**config.mk**
```make
export PLATFORM = sky130hd
export DESIGN_NAME = miriscv_uart_tx
export DESIGN_NICKNAME = d
export VERILOG_FILES = /design/src/rtl/miriscv_uart_tx.sv
export SDC_FILE = /design/constraint.sdc
export NUM_CORES = 1
export LEC_CHECK = 0
export ABC_AREA = 1
export BUFFER_PORTS_ARGS = -buffer_cell sky130_fd_sc_hd__buf_2
export CELL_PAD_IN_SITES_DETAIL_PLACEMENT = 1
export CELL_PAD_IN_SITES_GLOBAL_PLACEMENT = 1
export CORE_MARGIN = 2
export CORE_UTILIZATION = 45
export CTS_CLUSTER_DIAMETER = 200
export DETAILED_ROUTE_END_ITERATION = 12
export HOLD_SLACK_MARGIN = 0.08
export PLACE_DENSITY = 0.73
export SLEW_MARGIN = 20
export SYNTH_ARGS = -nofsm -noshare
export SYNTH_HDL_FRONTEND = slang
export SYNTH_SLANG_ARGS = --single-unit
```
**constraint.sdc**
```tcl
create_clock -name clk_i -period 5.2 [get_ports clk_i]
set_input_delay 0.52 -clock clk_i [delete_from_list [all_inputs] [get_ports clk_i]]
set_output_delay 0.52 -clock clk_i [all_outputs]
set_load 0.01 [all_outputs]
```
**src/rtl/miriscv_uart_tx.sv**
```systemverilog
// miriscv SoC UART transmitter: byte FIFO feeding an 8E1 serialiser
// (start, 8 data bits LSB first, even parity, stop); line idles high.
module miriscv_uart_tx #(
  parameter int unsigned CLKS_PER_BIT = 128,
  parameter int unsigned FIFO_DEPTH   = 4
) (
  input  logic       clk_i,
  input  logic       arst_i,
  input  logic [7:0] tx_data_i,
  input  logic       tx_valid_i,
  output logic       tx_ready_o,
  output logic       tx_o,
  output logic       busy_o
);

  localparam int unsigned CNT_W = (CLKS_PER_BIT > 1) ? $clog2(CLKS_PER_BIT) : 1;
  localparam int unsigned PTR_W = (FIFO_DEPTH > 1) ? $clog2(FIFO_DEPTH) : 1;
  localparam int unsigned LVL_W = PTR_W + 1;
  localparam logic [CNT_W-1:0] CNT_LAST = CNT_W'(CLKS_PER_BIT - 1);
  localparam logic [LVL_W-1:0] LVL_FULL = LVL_W'(FIFO_DEPTH);

  typedef enum logic [2:0] {
    S_IDLE,
    S_START,
    S_DATA,
    S_PARITY,
    S_STOP
  } state_e;

  logic [7:0]       fifo_mem [FIFO_DEPTH];
  logic [PTR_W-1:0] wr_ptr_q;
  logic [PTR_W-1:0] rd_ptr_q;
  logic [LVL_W-1:0] level_q;
  logic             fifo_full;
  logic             fifo_empty;
  logic             push;
  logic             pop;
  logic [7:0]       head;

  state_e           state_q, state_d;
  logic [CNT_W-1:0] timer_q, timer_d;
  logic [2:0]       bit_idx_q, bit_idx_d;
  logic [7:0]       shift_q, shift_d;
  logic             parity_q, parity_d;
  logic             tx_q, tx_d;
  logic             busy_q, busy_d;
  logic             bit_done;

  assign fifo_full  = (level_q == LVL_FULL);
  assign fifo_empty = (level_q == '0);
  assign tx_ready_o = !fifo_full;
  assign push       = tx_valid_i && !fifo_full;
  assign head       = fifo_mem[rd_ptr_q];
  assign bit_done   = (timer_q == CNT_LAST);

  // Pointers wrap naturally because the depth is a power of two.
  always_ff @(posedge clk_i or posedge arst_i) begin
    if (arst_i) begin
      wr_ptr_q <= '0;
      rd_ptr_q <= '0;
      level_q  <= '0;
    end else begin
      if (push) wr_ptr_q <= wr_ptr_q + PTR_W'(1);
      if (pop)  rd_ptr_q <= rd_ptr_q + PTR_W'(1);
      case ({push, pop})
        2'b10:   level_q <= level_q + LVL_W'(1);
        2'b01:   level_q <= level_q - LVL_W'(1);
        default: level_q <= level_q;
      endcase
    end
  end

  always_ff @(posedge clk_i) begin
    if (push) fifo_mem[wr_ptr_q] <= tx_data_i;
  end

  // Frame sequencer; every line change is produced at a bit-timer wrap.
  always_comb begin
    state_d   = state_q;
    timer_d   = timer_q;
    bit_idx_d = bit_idx_q;
    shift_d   = shift_q;
    parity_d  = parity_q;
    tx_d      = tx_q;
    pop       = 1'b0;

    if (state_q != S_IDLE) timer_d = bit_done ? '0 : timer_q + CNT_W'(1);

    case (state_q)
      S_IDLE: begin
        tx_d = 1'b1;
        if (!fifo_empty) begin
          pop      = 1'b1;
          shift_d  = head;
          parity_d = ^head;
          tx_d     = 1'b0;
          timer_d  = '0;
          state_d  = S_START;
        end
      end
      S_START: begin
        if (bit_done) begin
          tx_d      = shift_q[0];
          shift_d   = {1'b0, shift_q[7:1]};
          bit_idx_d = '0;
          state_d   = S_DATA;
        end
      end
      S_DATA: begin
        if (bit_done) begin
          if (bit_idx_q == 3'd7) begin
            tx_d    = parity_q;
            state_d = S_PARITY;
          end else begin
            tx_d      = shift_q[0];
            shift_d   = {1'b0, shift_q[7:1]};
            bit_idx_d = bit_idx_q + 3'd1;
          end
        end
      end
      S_PARITY: begin
        if (bit_done) begin
          tx_d    = 1'b1;
          state_d = S_STOP;
        end
      end
      S_STOP: begin
        if (bit_done) begin
          if (!fifo_empty) begin
            pop      = 1'b1;
            shift_d  = head;
            parity_d = ^head;
            tx_d     = 1'b0;
            state_d  = S_START;
          end else begin
            state_d = S_IDLE;
          end
        end
      end
      default: begin
        tx_d    = 1'b1;
        timer_d = '0;
        state_d = S_IDLE;
      end
    endcase

    // Drops on the edge that completes a stop bit with nothing left queued.
    busy_d = (state_d != S_IDLE) || !fifo_empty;
  end

  always_ff @(posedge clk_i or posedge arst_i) begin
    if (arst_i) begin
      state_q   <= S_IDLE;
      timer_q   <= '0;
      bit_idx_q <= '0;
      shift_q   <= '0;
      parity_q  <= 1'b0;
      tx_q      <= 1'b1;
      busy_q    <= 1'b0;
    end else begin
      state_q   <= state_d;
      timer_q   <= timer_d;
      bit_idx_q <= bit_idx_d;
      shift_q   <= shift_d;
      parity_q  <= parity_d;
      tx_q      <= tx_d;
      busy_q    <= busy_d;
    end
  end

  assign tx_o   = tx_q;
  assign busy_o = busy_q;

endmodule
```
==> out/metrics.csv <==
stage,metric,value,unit
run_status,status,"complete, no violations",
cells_and_area,Layout area overhead,11.3,%
yosys,Synth Register Bits,63,
cells_and_area,post-layout util,52.4,%
worst_setup_path,Top delay family on crit path,adder cells,
worst_setup_path,worst path required time,5.42,ns
floorplan,core area,0.00691,mm2
timing,fmax,0.390,GHz
clock_network,Clock Latency Late Sink,0.34,ns
yosys,Synth cell types,36,
cells_and_area,Layout Nets,397,
timing,fin crit period,2.56,ns
route,vias,2387,
worst_setup_path,critical-path cell list,"ha_1, nand2_2, nor2_8, nand2_4, nand3_1, nand3_1, inv_1, ha_1, inv_1, fa_1, a21oi_1, o21ai_0, xor2_1",
clock_network,post-CTS setup buffers,0,
timing,Final Worst Setup Slack,2.64,ns
global_route,GR Util All Layers,20.4,%
timing,Final Cycle Share,49.3,%
min_path,min-delay worst type,input port to async pin,
global_route,initial antenna violation count,0,
global_route,largest net degree at the start of global routing,32,
timing,final hold slack,0.245,ns
timing,Slew @ Worst Pin,0.843,ns
yosys,Yosys Warn Count,0,
yosys,largest area contributor in the netlist,edfxtp_1,
route,Initial DRC Count,83,
timing,Rel. slew slack,43.6,%
yosys,"EDFF count, synth",32,
clock_network,clk sink count,63,
route,vias per cell,4.99,
floorplan,I/O Pins,14,
cells_and_area,share of cells above drive strength 1,15.7,%
placed_design,placement-stage worst setup slack,2.64,ns
route,DRT Pass-1 Iters,4,
clock_network,post_cts resized,0,
worst_setup_path,CP Launch Type,flop,
yosys,mapped cell area,0.00325,mm2
timing,setup tns final,0,ns
yosys,largest cells by area after synthesis,"edfxtp_1 30%, dfrtp_1 23%, nand2_1 15%",
floorplan,starting density of the core,47.1,%
yosys,synth cell count leaders,"133 x nand2_1, 34 x inv_1, 32 x edfxtp_1",
worst_setup_path,CP endpoint kind,flop,
timing,Final Max Tran Viols,0,
yosys,Mean Syn Cell Area,9.03,um2
pwr,Worst IR Drop VDD,0.214,mV
global_route,vias in the first global route,2491,
floorplan,Chip Height,89.0,um
route,"wirelength, routed",7090,um
route,Routed WL per cell,14.8,um
timing,RSZ-0062 raised after global routing,no,
worst_setup_path,slowest CP cell,dfrtp_1,
global_route,first-pass GRT wire length,12000,um
placed_design,Detail Placement HPWL,5040,um
worst_setup_path,critical path class,flop to flop,
yosys,Mapped Cells,360,
clock_network,CTS buffer count,9,
pwr,Leak,0.00171,uW
yosys,Mapped Nets,380,
timing,Final Hold Viols,0,
pwr,P per Cell Area,367,mW/mm2
clock_network,Worst-path clk slew,0.08,ns
timing,final setup fails,0,
yosys,"FFs w/ async S/R, synth",49.2,%
cells_and_area,Diodes inserted,0,
floorplan,row count,30,
placed_design,GPL Wtd Cong,0.777,
timing,Final Skew,0.00864,ns
worst_setup_path,max incr delay on CP,0.39,ns
clock_network,H-tree levels,3,
clock_network,hold buffer count at cts,0,
clock_network,Clock Tree Root,clkbuf_8,
worst_setup_path,Critical path buffers and inverters,2,
clock_network,CTS max path bufs,2,
yosys,"Primary FF master, synth",edfxtp_1,
run,Maximum Capacitance Violations,0,
worst_setup_path,Worst EP arrival,2.78,ns
yosys,"count leader, synth",nand2_1,
route,DRC Markers,0,
floorplan,Die Area,0.00792,mm2
route,Routed Antenna Nets,0,
yosys,proportion of synthesized chip area in sequential cells,53.4,%
yosys,top-area cell type share of the netlist area,29.5,%
worst_setup_path,worst-path maximum fanout,9,
placed_design,Buffers on Ports,13,
clock_network,TritonCTS clock tree,done,
floorplan,die width,89.0,um
global_route,grt ovf,0,
## registers in the layout (all words and copies together) (netlist names), 2 cells and up
| register | count |
|---|---|
| shift_q | 8 |
| timer_q | 7 |
| wr_ptr_q | 2 |
| bit_idx_q | 3 |
| fifo_mem | 32 |
| rd_ptr_q | 2 |
| level_q | 3 |
| state_q | 3 |
## layout by cell type, fill, tap and decap left out, types with 3 or more instances in the layout
master | Yosys | final
nor2_4 | 4 | 4
inv_1 | 34 | 34
buf_2 | 3 | 13
o21ai_0 | 13 | 13
ha_1 | 8 | 8
xor2_1 | 3 | 3
dfrtp_1 | 30 | 30
o21ai_2 | 8 | 8
clkbuf_8 | 0 | 10
clkinv_4 | 0 | 3
nand2_4 | 3 | 3
inv_2 | 5 | 5
nand2_2 | 6 | 6
nand2_1 | 133 | 133
nor2_1 | 20 | 20
a21oi_1 | 7 | 7
edfxtp_1 | 32 | 32
nand3_1 | 25 | 25
## tightest hold or removal path, cell delays in order
cell and delay (ns):
buf_2 0.09, inv_1 0.04, buf_4 0.35
## path summary, 6_finish.rpt
path,startpoint,endpoint,slack (ns),depth (start not counted)
hold reg to reg,shift_q[7],shift_q[7],0.48,2
setup / recovery,timer_q[0],level_q[2],2.64,13
setup reg to reg,timer_q[0],level_q[2],2.64,13
hold / removal,arst_i,wr_ptr_q[1],0.25,3
min in group clk_i,tx_data_i[3],fifo_mem[0][3],0.39,1
max in group asynchronous,arst_i,tx_o,4.63,3
## power by group
part	switching (uW)	leakage, uW	internal (uW)
Clock	201	0.000113	285
Sequential	26.4	0.000663	601
Combinational	149	0.000938	64.8
## stage by stage
step,power [uW],area (um2),instances
4_1_cts,1340,3620,478
6_report,1330,3620,478
2_1_floorplan,783,3250,360
3_5_place_dp,854,3390,462
3_3_place_gp,840,3390,462
5_1_grt,1400,3620,478
## area by class of cell
class	instances	area [um2]
multi-input cells	250	1310
inverters	39	146
flip-flops and latches	63	1740
fillers	833	3290
clock inverters	6	93.8
well taps	96	120
clock buffers	10	138
repair buffers	14	72.6
## cell families (layout without fill, tap and decap cells)
kind of cell             after synthesis  count (layout)  synth area share, %
AND/OR/NAND/NOR                      199             199                 27.4
flip-flops                            63              63                 53.4
buffers and inverters                 47              69                 6.27
AO/OA/AOI/OAI                         37              37                 7.89
adder cells (fa/ha/maj)                9               9                 3.69
XOR/XNOR                               5               5                 1.35
## metal layers
layer / track usage, % / vias to the layer above / wire length [um]
li1: - / 1202 / -
met1: 27.1 / 1153 / 3420
met2: 32.9 / 22 / 3420
met3: 3.51 / 10 / 124
met4: 9.09 / 0 / 129
met5: 0 / - / 0
Note: power is estimated with default switching activity, not from simulation.
